<file path="src/rtl/alu_arb_pkg.sv">
// Shared definitions for the ALU arbiter: ALU-op / funct encodings,
// the arbiter FSM state type and the op-legality helper used when
// ALU_ARB_ILLEGAL_CHECK_EN is defined.
package alu_arb_pkg;

  localparam logic [2:0] ALUOP_LWSW  = 3'b000;
  localparam logic [2:0] ALUOP_BEQ   = 3'b001;
  localparam logic [2:0] ALUOP_ADDI  = 3'b010;
  localparam logic [2:0] ALUOP_SUBI  = 3'b011;
  localparam logic [2:0] ALUOP_RTYPE = 3'b100;

  localparam logic [5:0] FUNCT_ADD = 6'b100000;
  localparam logic [5:0] FUNCT_SUB = 6'b100010;
  localparam logic [5:0] FUNCT_XOR = 6'b100110;

  typedef enum logic [1:0] {
    ST_IDLE  = 2'd0,
    ST_ISSUE = 2'd1,
    ST_RESP  = 2'd2
  } alu_arb_state_e;

  // Legal ops: the four fixed add/sub encodings, or R-type with add/sub/xor.
  function automatic logic op_is_legal(input logic [2:0] aluop, input logic [5:0] funct);
    logic legal;
    legal = 1'b0;
    case (aluop)
      ALUOP_LWSW, ALUOP_BEQ, ALUOP_ADDI, ALUOP_SUBI: legal = 1'b1;
      ALUOP_RTYPE: legal = (funct == FUNCT_ADD) || (funct == FUNCT_SUB) || (funct == FUNCT_XOR);
      default: legal = 1'b0;
    endcase
    return legal;
  endfunction

endpackage

</file>
<file path="src/rtl/alu_arbiter_rr_arb2.sv">
// Two-requester round-robin grant. On a tie the requester not served
// last wins; last grant resets to 1 so requester 0 wins the first tie.
module rr_arb2 (
  input  logic       clk,
  input  logic       reset,
  input  logic [1:0] req_i,
  input  logic       update_i,
  output logic       grant_o
);

  logic last_q;

  // Grant selection: tie goes to the other side of last_q; otherwise
  // the only requester (index 0 when nobody requests).
  always_comb begin
    if (req_i == 2'b11) grant_o = ~last_q;
    else                grant_o = req_i[1];
  end

  // Remember who was served when a handshake happens.
  always_ff @(posedge clk) begin
    if (reset)         last_q <= 1'b1;
    else if (update_i) last_q <= grant_o;
  end

endmodule

</file>
<file path="src/rtl/alu_arbiter.sv">
// Shares one execute-stage ALU between the EX stage (requester 0) and the
// branch/address-compare path (requester 1). One op in flight:
// IDLE -> ISSUE (ALU driven one cycle) -> RESP (held until taken).
// Optional macro ALU_ARB_ILLEGAL_CHECK_EN: illegal ops bypass the ALU and
// answer from RESP with rsp_err=1 one cycle after acceptance.
//
// Handshakes: a transfer happens on a rising clk edge where valid and
// ready are both 1. Ready may depend on valid; valid never depends on
// ready, and a requester holds valid and payload stable until ready.
module alu_arbiter
  import alu_arb_pkg::*;
#(
  parameter int DATA_W = 32,
  parameter int CNT_W  = 16
) (
  input  logic              clk,
  input  logic              reset,
  input  logic              req0_valid,
  output logic              req0_ready,
  input  logic [2:0]        req0_aluop,
  input  logic [5:0]        req0_funct,
  input  logic [DATA_W-1:0] req0_a,
  input  logic [DATA_W-1:0] req0_b,
  input  logic              req1_valid,
  output logic              req1_ready,
  input  logic [2:0]        req1_aluop,
  input  logic [5:0]        req1_funct,
  input  logic [DATA_W-1:0] req1_a,
  input  logic [DATA_W-1:0] req1_b,
  output logic              rsp0_valid,
  input  logic              rsp0_ready,
  output logic              rsp1_valid,
  input  logic              rsp1_ready,
  output logic [DATA_W-1:0] rsp_result,
  output logic              rsp_zero,
  output logic              rsp_err,
  output logic [2:0]        alu_op,
  output logic [5:0]        alu_funct,
  output logic [DATA_W-1:0] alu_a,
  output logic [DATA_W-1:0] alu_b,
  input  logic [DATA_W-1:0] alu_result,
  output logic [CNT_W-1:0]  op_count,
  output alu_arb_state_e    dbg_state_o
);

  alu_arb_state_e    state_q, state_d;
  logic              owner_q;
  logic [2:0]        op_q;
  logic [5:0]        funct_q;
  logic [DATA_W-1:0] a_q, b_q;
  logic [DATA_W-1:0] result_q;
  logic              zero_q;
  logic              err_q;
  logic [CNT_W-1:0]  count_q;

  logic              grant;
  logic              req_hs;
  logic              rsp_hs;
  logic              sel_legal;
  logic [2:0]        sel_op;
  logic [5:0]        sel_funct;
  logic [DATA_W-1:0] sel_a, sel_b;

  rr_arb2 u_rr_arb2 (
    .clk      (clk),
    .reset    (reset),
    .req_i    ({req1_valid, req0_valid}),
    .update_i (req_hs),
    .grant_o  (grant)
  );

  assign req0_ready = (state_q == ST_IDLE) && !grant && req0_valid;
  assign req1_ready = (state_q == ST_IDLE) &&  grant && req1_valid;
  assign req_hs     = req0_ready | req1_ready;
  assign rsp_hs     = (rsp0_valid & rsp0_ready) | (rsp1_valid & rsp1_ready);

  assign sel_op    = grant ? req1_aluop : req0_aluop;
  assign sel_funct = grant ? req1_funct : req0_funct;
  assign sel_a     = grant ? req1_a     : req0_a;
  assign sel_b     = grant ? req1_b     : req0_b;

`ifdef ALU_ARB_ILLEGAL_CHECK_EN
  assign sel_legal = op_is_legal(sel_op, sel_funct);
`else
  assign sel_legal = 1'b1;
`endif

  // State register.
  always_ff @(posedge clk) begin
    if (reset) state_q <= ST_IDLE;
    else       state_q <= state_d;
  end

  // Next state: illegal ops skip ISSUE; RESP waits for the owner to take it.
  always_comb begin
    state_d = state_q;
    case (state_q)
      ST_IDLE:  if (req_hs) state_d = sel_legal ? ST_ISSUE : ST_RESP;
      ST_ISSUE: state_d = ST_RESP;
      ST_RESP:  if (rsp_hs) state_d = ST_IDLE;
      default:  state_d = ST_IDLE;
    endcase
  end

  // Outputs: ALU inputs only during ISSUE, response valid only to the owner in RESP.
  always_comb begin
    alu_op     = '0;
    alu_funct  = '0;
    alu_a      = '0;
    alu_b      = '0;
    rsp0_valid = 1'b0;
    rsp1_valid = 1'b0;
    if (state_q == ST_ISSUE) begin
      alu_op    = op_q;
      alu_funct = funct_q;
      alu_a     = a_q;
      alu_b     = b_q;
    end
    if (state_q == ST_RESP) begin
      rsp0_valid = !owner_q;
      rsp1_valid =  owner_q;
    end
  end

  // Datapath: capture the request on acceptance, the ALU result at the end of ISSUE.
  always_ff @(posedge clk) begin
    if (reset) begin
      owner_q  <= 1'b0;
      op_q     <= '0;
      funct_q  <= '0;
      a_q      <= '0;
      b_q      <= '0;
      result_q <= '0;
      zero_q   <= 1'b0;
      err_q    <= 1'b0;
      count_q  <= '0;
    end else if (req_hs) begin
      owner_q <= grant;
      op_q    <= sel_op;
      funct_q <= sel_funct;
      a_q     <= sel_a;
      b_q     <= sel_b;
      err_q   <= !sel_legal;
      if (!sel_legal) begin
        result_q <= '0;
        zero_q   <= 1'b0;
      end
    end else if (state_q == ST_ISSUE) begin
      result_q <= alu_result;
      zero_q   <= (alu_result == '0);
      count_q  <= count_q + CNT_W'(1);
    end
  end

  assign rsp_result  = result_q;
  assign rsp_zero    = zero_q;
  assign rsp_err     = err_q;
  assign op_count    = count_q;
  assign dbg_state_o = state_q;

endmodule

</file>
<file path="config.mk">
export PLATFORM = sky130hd
export DESIGN_NAME = alu_arbiter
export DESIGN_NICKNAME = d
export VERILOG_FILES = /design/src/rtl/alu_arb_pkg.sv /design/src/rtl/alu_arbiter_rr_arb2.sv /design/src/rtl/alu_arbiter.sv
export SDC_FILE = /design/constraint.sdc
export NUM_CORES = 1
export LEC_CHECK = 0
export CAP_MARGIN = 5
export CORE_ASPECT_RATIO = 0.6
export CORE_UTILIZATION = 40
export DETAILED_ROUTE_END_ITERATION = 7
export PLACE_DENSITY_LB_ADDON = 0.1
export SYNTH_ARGS = -nofsm -noshare
export SYNTH_HDL_FRONTEND = slang
export SYNTH_SLANG_ARGS = --single-unit
</file>
<file path="constraint.sdc">
create_clock -name clk -period 3.4 [get_ports clk]
set_clock_uncertainty 0.05 [all_clocks]
set_input_delay 0.51 -clock clk [delete_from_list [all_inputs] [get_ports clk]]
set_output_delay 0.51 -clock clk [all_outputs]
set_load 0.02 [all_outputs]
</file>
==> summary.md <==
| Metric | Value |
|---|---|
| Status | `finished, final reports clean` |
| Critical path buffer and inverter count | `2` |
| Critical path cell sequence | `nor2b_4, buf_4, and2_1, clkdlybuf4s50_1` |
| Syn-to-layout area delta | `65.7%` |
| Net Count, Synth | `852` |
| Starting Density | `41.8%` |
| Slew @ Worst Pin | `1.16 ns` |
| Max Fclk | `331 MHz` |
| P_int | `3.47 mW` |
| Drt drc | `0` |
| Hold Path Depth | `2` |
| Yosys cell types | `40` |
| FP Rows | `33` |
| Drt via density | `4.94` |
| Ys flop type | `dfxtp_1` |
| Synth top cells by count | `126 x dfxtp_1, 93 x nor2_1, 74 x and2_1, 74 x mux2i_1` |
| Post_cts resized | `0` |
| Die area | `15100 sq um` |
| Minimum clock period | `3.02 ns` |
| Worst r2r src | `dbg_state_o[1]` |
| Final Wtd Congestion | `0.799` |
| Core footprint | `14000 sq um` |
| Die width | `158 um` |
| Fillers | `1134` |
| CTS tree | `yes` |
| HPWL Detailed | `13500 um` |
| Final Instance Count excl. Fillers | `1155` |
| Clk slew on worst S/H paths | `0.06 ns` |
| Later-pin clock latency in the skew report | `0.41 ns` |
| Vias | `5710` |
| Antenna Nets Post-Route | `0` |
| Crit Path Class | `reg -> out` |
| Share of total power in sequential cells | `36.0%` |
| Post-layout util | `69.3%` |
| Clock Sinks | `126` |
| Part of the power in the clock network | `43.2%` |
| Hold EP | `rsp_result[23]` |
| Crit path max fanout | `58` |
| CP max-delay cell | `clkdlybuf4s50_1` |
| Final period util | `88.9%` |
| Sw frac | `26.2%` |
| GRT Total Usage | `24.0%` |
| R2R Setup Slk | `1.26 ns` |
| Cell family with the largest share of critical-path delay | `buffers and inverters` |
| Setup bufs post-CTS | `0` |
| Worst EP arrival | `2.46 ns` |
| Pre-antenna DRT Iters | `4` |
| CTS root buf | `clkbuf_16` |
| Count of final setup violators | `0` |
| R2r worst-path depth | `5` |
| Syn avg cell area | `8.75 sq um` |
| Switching power | `1.23 mW` |
| Post-synthesis sequential area ratio | `43.2%` |
| H-tree levels | `4` |
| Max clock buf depth | `2` |
| Worst VDD drop | `316 uV` |
| Global route total overflow | `0` |
| # placed instances | `1123` |
| Worst path max stage delay | `0.65 ns` |
| Synth area leaders | `dfxtp_1 43%, mux2i_1 13%, a211oi_1 9.4%` |
| Worst slack, placed | `0.718 ns` |
| Area share of the largest cell type after synthesis | `43.2%` |
| Relative slew slack | `22.9%` |
| Final hold violation count | `0` |
| Initial antenna violation count | `0` |
| Setup TNS | `0 ns` |
| CTS Buf Count | `17` |
| Yosys warns | `0` |
| Pwr/cell area | `486 nW/um^2` |
| RSZ-0062 raised after global routing | `no` |
| Final max-slew violation count | `0` |
| Leak | `3.64 nW` |
| Final worst slack | `0.378 ns` |
| Post-synth top area cell | `dfxtp_1` |
| Reg2Reg Capture Point | `a_q[22]` |
| Number of top-level pins | `313` |
| Largest net degree at the start of global routing | `97` |
| Initial DRC Count | `316` |
| Layout cells sized above 1 | `5.30%` |
| Vias in the first global route | `5513` |
| Hold Path Origin | `rsp_result[23]` |
| Count leader, synth | `dfxtp_1` |
| ANT cells | `0` |
| Worst setup EP type | `output pin` |
| Synth Instances | `667` |
| Final WL | `18500 um` |
| Die Ht | `95.6 um` |
| Worst endpoint required time | `2.84 ns` |
| Post-synth EDFFs | `0` |
| Startpoint class of the critical path | `flip-flop` |
| Async S/R FF share, synth | `0%` |
| Comb pwr share | `20.8%` |
| First-pass GRT wire length | `27800 um` |
| Input/output buffers | `311` |
| MaxCap Viol Count | `0` |
| WL/cell | `16.0 um` |
| Fin nets | `1135` |
| Final Power | `4.70 mW` |
| Synth Register Bits | `126` |
| CTS Hold Bufs | `0` |
| Synth Cell Area | `5840 sq um` |
| Worst Hold Class | `reg -> reg` |
layer usage:
| layer | GRT usage (%) | wire, um | up-vias | share of wire, % |
|---|---|---|---|---|
| li1 | - | - | 2875 | - |
| met1 | 25.8 | 7260 | 2600 | 39 |
| met2 | 44.3 | 9390 | 211 | 51 |
| met3 | 7.64 | 1530 | 24 | 8.3 |
| met4 | 9.05 | 309 | 0 | 1.7 |
| met5 | 0 | 0 | - | 0 |
cell families (layout without fill, tap and decap cells):
group,Yosys count,in the layout,share of synthesized area (%)
compound gates,116,116,13.4
xor+xnor,12,12,1.80
fa+ha+maj,1,1,0.214
buf+inv,59,355,4.99
flops,126,126,43.2
mux,75,75,12.9
other cells,1,1,0.0642
simple gates,277,277,23.4
worst register-to-register path: cells and delay by family, from the launching register on:
family          cells  cell delay (ns)
simple gates        2             0.42
buf+inv             1             0.34
compound gates      2             0.82
flops               1             0.42
flip-flops by register name (all words and copies together) (netlist names):
| name | cells |
|---|---|
| dbg_state_o | 2 |
| b_q | 32 |
| funct_q | 6 |
| rsp_zero | 1 |
| a_q | 32 |
| u_rr_arb2.last_q | 1 |
| rsp_result | 32 |
| op_count | 16 |
| owner_q | 1 |
| op_q | 3 |
worst max-delay path by stage:
stage	startpoint	slack [ns]	cells past startpoint	end
after floorplan	dbg_state_o[0]	1.37	5	alu_a[31]
after global placement	dbg_state_o[0]	0.78	4	alu_b[31]
after detailed placement	req1_valid	0.72	4	req1_ready
after CTS	dbg_state_o[0]	0.34	4	alu_a[4]
after global routing	dbg_state_o[0]	0.21	4	alu_b[22]
final	dbg_state_o[0]	0.38	4	alu_a[4]
through the flow:
step,hold slack (ns),instance area [sq um]
after global placement,0.393,9010
after detailed placement,0.395,9010
after global routing,0.426,9670
after CTS,0.403,9670
final,0.402,9670
after floorplan,0.424,5840
area by class of cell:
class / instances / area, sq um / area share, %
clock buffer: 19 / 453 / 4.68
clock inverter: 13 / 211 / 2.19
inverter: 4 / 15.0 / 0.155
multi-input combinational: 482 / 3050 / 31.5
sequential: 126 / 2520 / 26.1
tap: 192 / 240 / 2.48
timing repair buffer: 319 / 3180 / 32.9
power by group through the flow:
stage                     registers (mW)  clock network (mW)  logic, mW
final                               1.69                2.03      0.976
after CTS                           1.69                2.06      0.984
after global placement              1.72                   0      0.958
after global routing                1.71                2.13       1.06
after detailed placement            1.72                   0      0.980
after floorplan                     1.74                   0      0.498
cell usage in the layout (no fill, tap or decap), types with 2 or more instances in the layout:
| cell type | synthesis | final |
|---|---|---|
| bufinv_16 | 0 | 5 |
| or3_1 | 2 | 2 |
| clkbuf_8 | 0 | 2 |
| nand3_1 | 3 | 3 |
| inv_1 | 4 | 4 |
| mux2i_1 | 74 | 74 |
| xor2_1 | 4 | 4 |
| clkinv_4 | 0 | 2 |
| nand4_1 | 3 | 3 |
| clkdlybuf4s50_1 | 0 | 310 |
| buf_4 | 9 | 8 |
| and2_1 | 74 | 74 |
| nor2_1 | 93 | 93 |
| xnor2_1 | 8 | 8 |
| clkinvlp_4 | 0 | 4 |
| a21oi_1 | 37 | 37 |
| clkbuf_16 | 0 | 17 |
| nor3_1 | 3 | 3 |
| nand3b_1 | 2 | 2 |
| dfxtp_1 | 126 | 126 |
| a211oi_1 | 73 | 73 |
| nand2_1 | 73 | 73 |
| nor2b_1 | 3 | 2 |
| nor4_1 | 11 | 11 |
(Power assumes the default switching activity.)
